File: src/rtl/dmem_port_arbiter_if.sv
// Requester-side bus into the data-memory arbiter: one instance per requester.
// The requester (master) drives the request fields; the arbiter (slave) returns
// the grant and the one-cycle-later read response.
interface dmem_port_arbiter_if #(
    parameter int ADDR_W = 12
);
    logic              req;
    logic              we;
    logic [ADDR_W-1:0] addr;
    logic [31:0]       wdata;
    logic [3:0]        wstrb;
    logic              gnt;
    logic              rvalid;
    logic [31:0]       rdata;

    modport master (
        output req, we, addr, wdata, wstrb,
        input  gnt, rvalid, rdata
    );

    modport slave (
        input  req, we, addr, wdata, wstrb,
        output gnt, rvalid, rdata
    );
endinterface

File: src/rtl/dmem_port_arbiter.sv
// Data-memory port arbiter: shares one single-port RAM between the CPU
// load/store unit and the AXI debug/load path. The CPU wins while running,
// bounded by a starvation counter; the AXI side wins while the CPU is halted.
// Read data comes back exactly one cycle after the grant and is steered to the
// requester that issued the read.
module dmem_port_arbiter #(
    parameter int ADDR_W   = 12,
    parameter int MAX_WAIT = 4
) (
    input  logic                 S_AXI_ACLK,
    input  logic                 S_AXI_ARESET,
    input  logic                 cpu_halted,
    dmem_port_arbiter_if.slave   cpu,
    dmem_port_arbiter_if.slave   axi,
    output logic                 mem_en,
    output logic [3:0]           mem_wstrb,
    output logic [ADDR_W-1:0]    mem_addr,
    output logic [31:0]          mem_wdata,
    input  logic [31:0]          mem_rdata,
    output logic [3:0]           axi_wait_cnt
);

    localparam logic [3:0] WAIT_LIMIT = 4'(MAX_WAIT);

    logic [3:0] wait_cnt_q, wait_cnt_d;
    logic       rd_pend_q,  rd_pend_d;
    logic       rd_owner_q, rd_owner_d;   // 0 = CPU, 1 = AXI

    logic cpu_gnt;
    logic axi_gnt;
    logic cpu_rvalid;
    logic axi_rvalid;

    // Grant decode, memory port mux and next-state for counter and read tag.
    always_comb begin
        cpu_gnt    = 1'b0;
        axi_gnt    = 1'b0;
        mem_en     = 1'b0;
        mem_wstrb  = 4'b0000;
        mem_addr   = '0;
        mem_wdata  = 32'h0;
        wait_cnt_d = wait_cnt_q;
        rd_pend_d  = 1'b0;
        rd_owner_d = 1'b0;

        if (!S_AXI_ARESET) begin
            if (cpu_halted) begin
                axi_gnt = axi.req;
                cpu_gnt = cpu.req & ~axi.req;
            end else if (axi.req && (!cpu.req || wait_cnt_q == WAIT_LIMIT)) begin
                axi_gnt = 1'b1;
            end else begin
                cpu_gnt = cpu.req;
            end
        end

        if (cpu_gnt) begin
            mem_en    = 1'b1;
            mem_addr  = cpu.addr;
            mem_wdata = cpu.wdata;
            mem_wstrb = cpu.we ? cpu.wstrb : 4'b0000;
        end else if (axi_gnt) begin
            mem_en    = 1'b1;
            mem_addr  = axi.addr;
            mem_wdata = axi.wdata;
            mem_wstrb = axi.we ? axi.wstrb : 4'b0000;
        end

        // Starvation count: any cycle the AXI side asks and is refused.
        if (axi_gnt || !axi.req) begin
            wait_cnt_d = 4'd0;
        end else if (wait_cnt_q < WAIT_LIMIT) begin
            wait_cnt_d = wait_cnt_q + 4'd1;
        end

        rd_pend_d  = (cpu_gnt & ~cpu.we) | (axi_gnt & ~axi.we);
        rd_owner_d = axi_gnt;
    end

    // State register; reset clears the counter and drops any pending read.
    always_ff @(posedge S_AXI_ACLK) begin
        if (S_AXI_ARESET) begin
            wait_cnt_q <= 4'd0;
            rd_pend_q  <= 1'b0;
            rd_owner_q <= 1'b0;
        end else begin
            wait_cnt_q <= wait_cnt_d;
            rd_pend_q  <= rd_pend_d;
            rd_owner_q <= rd_owner_d;
        end
    end

    // Read response steering; reset also masks a response already in flight.
    always_comb begin
        cpu_rvalid = ~S_AXI_ARESET & rd_pend_q & ~rd_owner_q;
        axi_rvalid = ~S_AXI_ARESET & rd_pend_q &  rd_owner_q;
    end

    assign cpu.gnt      = cpu_gnt;
    assign axi.gnt      = axi_gnt;
    assign cpu.rvalid   = cpu_rvalid;
    assign axi.rvalid   = axi_rvalid;
    assign cpu.rdata    = cpu_rvalid ? mem_rdata : 32'h0;
    assign axi.rdata    = axi_rvalid ? mem_rdata : 32'h0;
    assign axi_wait_cnt = wait_cnt_q;

endmodule
File: src/flat_wrapper.sv
// flat-port wrapper written by rule: the top's interface ports become plain ports
module dmem_port_arbiter_flat 
#(
    parameter int ADDR_W   = 12,
    parameter int MAX_WAIT = 4
)
  (S_AXI_ACLK, S_AXI_ARESET, cpu_halted, mem_en, mem_wstrb, mem_addr, mem_wdata, mem_rdata, axi_wait_cnt, cpu_req, cpu_we, cpu_addr, cpu_wdata, cpu_wstrb, cpu_gnt, cpu_rvalid, cpu_rdata, axi_req, axi_we, axi_addr, axi_wdata, axi_wstrb, axi_gnt, axi_rvalid, axi_rdata);
  dmem_port_arbiter_if #(.ADDR_W(ADDR_W)) cpu_i ();
  dmem_port_arbiter_if #(.ADDR_W(ADDR_W)) axi_i ();
  input  logic S_AXI_ACLK;
  input  logic S_AXI_ARESET;
  input  logic cpu_halted;
  output logic mem_en;
  output logic [3:0] mem_wstrb;
  output logic [ADDR_W-1:0] mem_addr;
  output logic [31:0] mem_wdata;
  input  logic [31:0] mem_rdata;
  output logic [3:0] axi_wait_cnt;
  input wire logic [$bits(cpu_i.req)-1:0] cpu_req;
  input wire logic [$bits(cpu_i.we)-1:0] cpu_we;
  input wire logic [$bits(cpu_i.addr)-1:0] cpu_addr;
  input wire logic [$bits(cpu_i.wdata)-1:0] cpu_wdata;
  input wire logic [$bits(cpu_i.wstrb)-1:0] cpu_wstrb;
  output wire logic [$bits(cpu_i.gnt)-1:0] cpu_gnt;
  output wire logic [$bits(cpu_i.rvalid)-1:0] cpu_rvalid;
  output wire logic [$bits(cpu_i.rdata)-1:0] cpu_rdata;
  input wire logic [$bits(axi_i.req)-1:0] axi_req;
  input wire logic [$bits(axi_i.we)-1:0] axi_we;
  input wire logic [$bits(axi_i.addr)-1:0] axi_addr;
  input wire logic [$bits(axi_i.wdata)-1:0] axi_wdata;
  input wire logic [$bits(axi_i.wstrb)-1:0] axi_wstrb;
  output wire logic [$bits(axi_i.gnt)-1:0] axi_gnt;
  output wire logic [$bits(axi_i.rvalid)-1:0] axi_rvalid;
  output wire logic [$bits(axi_i.rdata)-1:0] axi_rdata;
  assign cpu_i.req = cpu_req;
  assign cpu_i.we = cpu_we;
  assign cpu_i.addr = cpu_addr;
  assign cpu_i.wdata = cpu_wdata;
  assign cpu_i.wstrb = cpu_wstrb;
  assign cpu_gnt = cpu_i.gnt;
  assign cpu_rvalid = cpu_i.rvalid;
  assign cpu_rdata = cpu_i.rdata;
  assign axi_i.req = axi_req;
  assign axi_i.we = axi_we;
  assign axi_i.addr = axi_addr;
  assign axi_i.wdata = axi_wdata;
  assign axi_i.wstrb = axi_wstrb;
  assign axi_gnt = axi_i.gnt;
  assign axi_rvalid = axi_i.rvalid;
  assign axi_rdata = axi_i.rdata;
  dmem_port_arbiter #(.ADDR_W(ADDR_W), .MAX_WAIT(MAX_WAIT)) u_core (.S_AXI_ACLK(S_AXI_ACLK), .S_AXI_ARESET(S_AXI_ARESET), .cpu_halted(cpu_halted), .cpu(cpu_i), .axi(axi_i), .mem_en(mem_en), .mem_wstrb(mem_wstrb), .mem_addr(mem_addr), .mem_wdata(mem_wdata), .mem_rdata(mem_rdata), .axi_wait_cnt(axi_wait_cnt));
endmodule
File: config.mk
export PLATFORM = sky130hd
export DESIGN_NAME = dmem_port_arbiter_flat
export DESIGN_NICKNAME = d
export VERILOG_FILES = /design/src/rtl/dmem_port_arbiter_if.sv /design/src/rtl/dmem_port_arbiter.sv /design/src/flat_wrapper.sv
export SDC_FILE = /design/constraint.sdc
export NUM_CORES = 1
export LEC_CHECK = 0
export ABC_CLOCK_PERIOD_IN_PS = 2800
export BUFFER_PORTS_ARGS = -buffer_cell sky130_fd_sc_hd__buf_2
export CORE_AREA = 8 8 93 95
export CTS_CLUSTER_SIZE = 12
export DETAILED_ROUTE_END_ITERATION = 7
export DIE_AREA = 0 0 101 103
export PLACE_DENSITY = 0.57
export RECOVER_POWER = 50
export SYNTH_ARGS = -nofsm -noshare
export SYNTH_HDL_FRONTEND = slang
export SYNTH_SLANG_ARGS = --single-unit
File: constraint.sdc
create_clock -name S_AXI_ACLK -period 2.8 [get_ports S_AXI_ACLK]
set_input_delay 0.56 -clock S_AXI_ACLK [delete_from_list [all_inputs] [get_ports S_AXI_ACLK]]
set_output_delay 0.56 -clock S_AXI_ACLK [all_outputs]
set_load 0.02 [all_outputs]
Yosys cells after proc, flatten, opt, wreduce, memory -nomap -nowiden
Cells that the tools add are included.
{"block": "word_totals", "regBits": 6, "input_bits": 135, "output_inout_bits": 121, "word_cells": 42}
{"block": "classes", "addsub": 1, "magnitude_cmp": 1, "eq_ne": 1, "muxes": 18, "bitwise": 12, "n_reduce_logical": 6}
{"operator": "2-to-1 mux 32 bit", "count": 4}
{"operator": "2-to-1 mux 12 bit", "count": 2}
{"operator": "2-to-1 mux 4 bit", "count": 4}
{"operator": "2-to-1 mux 1 bit", "count": 8}
{"operator": "AND 1 bit", "count": 6}
{"operator": "NOT 1 bit", "count": 5}
{"operator": "adder 4 x 1 -> 4 bit, second input constant", "count": 1}
{"operator": "equality test 4 x 3 -> 1 bit, second input constant", "count": 1}
{"operator": "less-than comparator 4 x 3 -> 1 bit, second input constant", "count": 1}
{"operator": "zero test 1 bit", "count": 2}
{"operator": "logical OR 1 bit", "count": 2}
{"operator": "OR reduction 2 bit", "count": 1}
{"operator": "logical AND 1 bit", "count": 1}
{"operator": "bitwise OR 1 bit", "count": 1}

Depth between registers and ports, before layout
{"block": "depth", "word_depth": 8, "mapped_depth": 8}

Least setup slack after synthesis
OpenSTA, ideal clock, no wires.
{"block": "synth_timing", "path_type": "register to output", "from": "register u_core.wait_cnt_q[0], in the netlist u_core.axi_wait_cnt[0]", "to": "output mem_wdata[22]", "arrival_time_ps": 1631, "path_slack_ps": 609, "stages_incl_launch_ff": 8, "n_path_buf": 1, "cell_sequence": "dfxtp_1 -> inv_1 -> ha_1 -> nand4b_1 -> nand3_2 -> inv_2 -> buf_2 -> a22o_1"}
{"block": "synth_between", "word_cells_on_any_way": 11}
{"item": "start: declaration", "line_no": "dmem_port_arbiter.sv:25", "source": "logic [3:0] wait_cnt_q, wait_cnt_d;"}
{"item": "start signal: assignment", "line_no": "dmem_port_arbiter.sv:87", "source": "wait_cnt_q <= wait_cnt_d;"}
{"item": "equality test 4 x 3 -> 1 bit", "line_no": "dmem_port_arbiter.sv:50", "source": "end else if (axi.req && (!cpu.req || wait_cnt_q == WAIT_LIMIT)) begin"}
{"item": "logical OR 1 bit", "line_no": "dmem_port_arbiter.sv:50"}
{"item": "logical AND 1 bit", "line_no": "dmem_port_arbiter.sv:50"}
{"item": "2-to-1 mux 1 bit", "line_no": "dmem_port_arbiter.sv:50"}
{"item": "2-to-1 mux 1 bit", "line_no": "dmem_port_arbiter.sv:47", "source": "if (cpu_halted) begin"}
{"item": "2-to-1 mux 1 bit", "line_no": "dmem_port_arbiter.sv:46", "source": "if (!S_AXI_ARESET) begin"}
{"item": "named net cpu_gnt", "line_no": "flat_wrapper.sv:24", "source": "output wire logic [$bits(cpu_i.gnt)-1:0] cpu_gnt;"}
{"item": "2-to-1 mux 32 bit", "line_no": "dmem_port_arbiter.sv:57", "source": "if (cpu_gnt) begin"}
{"item": "end: declaration", "line_no": "flat_wrapper.sv:16", "source": "output logic [31:0] mem_wdata;"}
The timed path passes the listed nets, and every way through them passes these cells.

Worst setup path in the final report
{"block": "layout_timing", "from": "register u_core.wait_cnt_q[0], in the netlist u_core.axi_wait_cnt[0]", "to": "output mem_addr[4]"}
{"block": "layout_between", "elab_chain_len": 8, "word_cells_on_any_way": 11}
{"item": "equality test 4 x 3 -> 1 bit *", "line_no": "dmem_port_arbiter.sv:50"}
{"item": "logical OR 1 bit *", "line_no": "dmem_port_arbiter.sv:50"}
{"item": "logical AND 1 bit *", "line_no": "dmem_port_arbiter.sv:50"}
{"item": "2-to-1 mux 1 bit", "line_no": "dmem_port_arbiter.sv:50"}
{"item": "2-to-1 mux 1 bit", "line_no": "dmem_port_arbiter.sv:47"}
{"item": "2-to-1 mux 1 bit", "line_no": "dmem_port_arbiter.sv:46"}
{"item": "2-to-1 mux 12 bit", "line_no": "dmem_port_arbiter.sv:62", "source": "end else if (axi_gnt) begin"}
{"item": "2-to-1 mux 12 bit *", "line_no": "dmem_port_arbiter.sv:57"}
{"item": "end: declaration", "line_no": "flat_wrapper.sv:15", "source": "output logic [ADDR_W-1:0] mem_addr;"}
Every way passes the cells marked *; elsewhere a longest branch is shown, timed or not.

==> reports/summary.txt <==
Run status: finished, final reports clean
Mapped Nets: 307
Filler Cells Inserted: 808
Clk Latency, worst-skew pair: 0.22 ns
IO Count: 256
DP HPWL: 6913 um
Crit path kind: flip-flop to output pin
Starting Density: 17.58%
CP required: 2.24 ns
Share of cells above drive strength 1: 51.92%
Sequential-to-total area share from yosys stat: 9.571%
Cell family contributing the most delay on the critical path: compound AO/OA/AOI/OAI gates
Hold_buf cts: 0
Root Driver: clkbuf_8
CTS resizes: 0
ANT nets after route: 0
Critical-path top delay cell: dfxtp_1
Post-Place Cell Area: 0.002595 sq mm
Synth top cells by count: and2_1, a22o_1, nand2_1
Max incr delay on CP: 0.38 ns
Pin count of the biggest net entering global routing: 46
Die Area: 0.01040 sq mm
Clock Pin Slew Worst Setup and Hold Paths: 0.03 ns
Post-synth ARST share: 0%
Std-Cell Rows: 31
Final hold violations: 0
Setup TNS: 0 ns
Antenna cell count: 0
Final Non-Filler Cells: 515
Setup bufs post-CTS: 0
Multi-input logic area: 0.001012 sq mm
Total GRT Usage: 12.86%
Number of flops mapped to enable cells by yosys: 0
Final period util: 89.73%
Worst vdd ir: 0.1948 mV
CTS tree: built
Longest Clk Path Bufs: 2
DRT Wirelength: 7945 um
Ys flop type: dfxtp_1
CORE AREA: 0.007137 sq mm
Mapped Area: 0.001255 sq mm
Worst Skew: 0.001191 ns
Hold crit path type: flip-flop to flip-flop
Synth cell types: 25
Design Area, Final: 0.002569 sq mm
CP arrival: 1.95 ns
Initial antenna violation count: 0
Synth top area cells: and2_1, a22o_1, dfxtp_1, buf_6, nand2_1
Power per Cell Area: 215.4 mW/mm^2
Routed len/inst: 15.43 um
Pre-antenna DRT Iters: 4
Routed vias: 2,179
CP Capture Type: output pin
Initial drt markers: 40
CTS sink cnt: 6
H-Tree Depth: 1
Global-route wire length before repair: 11,070 um
Critical path fanouts, max: 45
Dominant cell type by area after synthesis: and2_1
FF+latch area: 120.1 sq um
WHS: 0.5125 ns
Vias in the first global route: 2,138
Mean post-synth cell area: 7.382 sq um
Cells after DPL: 512
GP Congestion: 0.8202
Total CTS buffers: 3
RSZ-0062 raised after global routing: false
CP Launch Type: flip-flop
#FFs+latches synth: 6
Cells after Synth: 170
Final min period: 2.512 ns
Max Cap Violations: 0
Slew Limit Fails: 0
GR Overflow Total: 0
WP buf/inv: 3
Vias per cell: 4.231
Final setup viols: 0
Most frequent cell after synthesis: and2_1
Design Power: 0.5533 mW
Synth warn: 0
Area share of the largest cell type after synthesis: 31.90%
Slew at the pin closest to its max-slew limit: 0.4896 ns
PortBufs: 255
Synthesis-to-layout area growth: 104.7%
Worst relative slew slack: 67.36%
Die H: 103 um
Critical-path cell list: inv_1 > ha_1 > nand3b_1 > a21o_1 > inv_6 > a22o_1 > buf_2
Nets: 555
Leak Pwr: 1.506 nW
Die width: 101 um
Drt drc: 0
Fmax: 398.0 MHz
==> worst min-delay path, stage by stage, from the launching register on <==
cell	delay, ns
dfxtp_1	0.34
inv_1	0.08
nor3_1	0.05
==> sequential cells by signal, summed over array words and instances, names as in the netlist <==
signal / cells
u_core.axi_wait_cnt: 4
u_core.rd_owner_q: 1
u_core.rd_pend_q: 1
==> stage by stage <==
stage / utilization (%) / setup WS, ns
3_3_place_gp: 36.36 / 0.4320
5_1_grt: 35.99 / 0.1713
3_5_place_dp: 36.36 / 0.4145
6_report: 35.99 / 0.2877
2_1_floorplan: - / 0.6089
4_1_cts: 36.94 / 0.2938
==> placed cells by master (no fill, tap or decap) <==
cell type    n
a21o_1       1
a21oi_1      1
a22o_1      44
and2_0       5
and2_1      59
and3b_1      1
buf_12       1
buf_2      205
clkbuf_1    50
clkbuf_2     2
clkbuf_8     3
dfxtp_1      6
ha_1         2
inv_1        4
inv_2        1
inv_6        1
mux2i_1      1
nand2_1     11
nand2b_4     1
nand3_2      1
nand3b_1     1
nand4b_1     1
nor2_1       1
nor2b_1      2
nor3_1       4
nor3b_2      1
o22ai_1      5
xnor2_1      1
==> logic make-up after synthesis <==
family          Yosys count  synth area share (%)
xor+xnor                  1                0.6980
compound gates           51                 34.20
flops                     6                 9.572
fa+ha+maj                 2                 1.994
buf+inv                  21                 10.17
mux                       1                0.7976
simple gates             88                 42.57
==> routing by layer <==
layer	global-route usage [%]	wire, um
met5	0	0
met3	3.714	873
met2	24.10	4160
met1	13.98	2862
met4	2.749	49
==> final cells by class <==
class	count	share of cell area (%)
Sequential cell	6	4.676
Tap cell	99	4.822
Clock buffer	3	1.607
Inverter	6	1.072
Timing Repair Buffer	258	48.42
Multi-Input combinational cell	143	39.41
==> power by group <==
part | leakage [nW] | internal (mW) | switching [mW]
sequential | 0.0488 | 0.0882 | 0.00121
clock | 0.0216 | 0.0921 | 0.0347
combinational | 1.44 | 0.151 | 0.186
==> final timing paths <==
check | startpoint | endpoint | slack (ns) | depth (start not counted)
setup / recovery | u_core.axi_wait_cnt[0] | mem_addr[4] | 0.29 | 7
hold / removal | u_core.axi_wait_cnt[3] | u_core.axi_wait_cnt[3] | 0.51 | 2
setup reg to reg | u_core.axi_wait_cnt[0] | u_core.rd_pend_q | 1.47 | 5
hold reg to reg | u_core.axi_wait_cnt[3] | u_core.axi_wait_cnt[3] | 0.51 | 2
No activity file was read; power rests on OpenSTA's default activity.
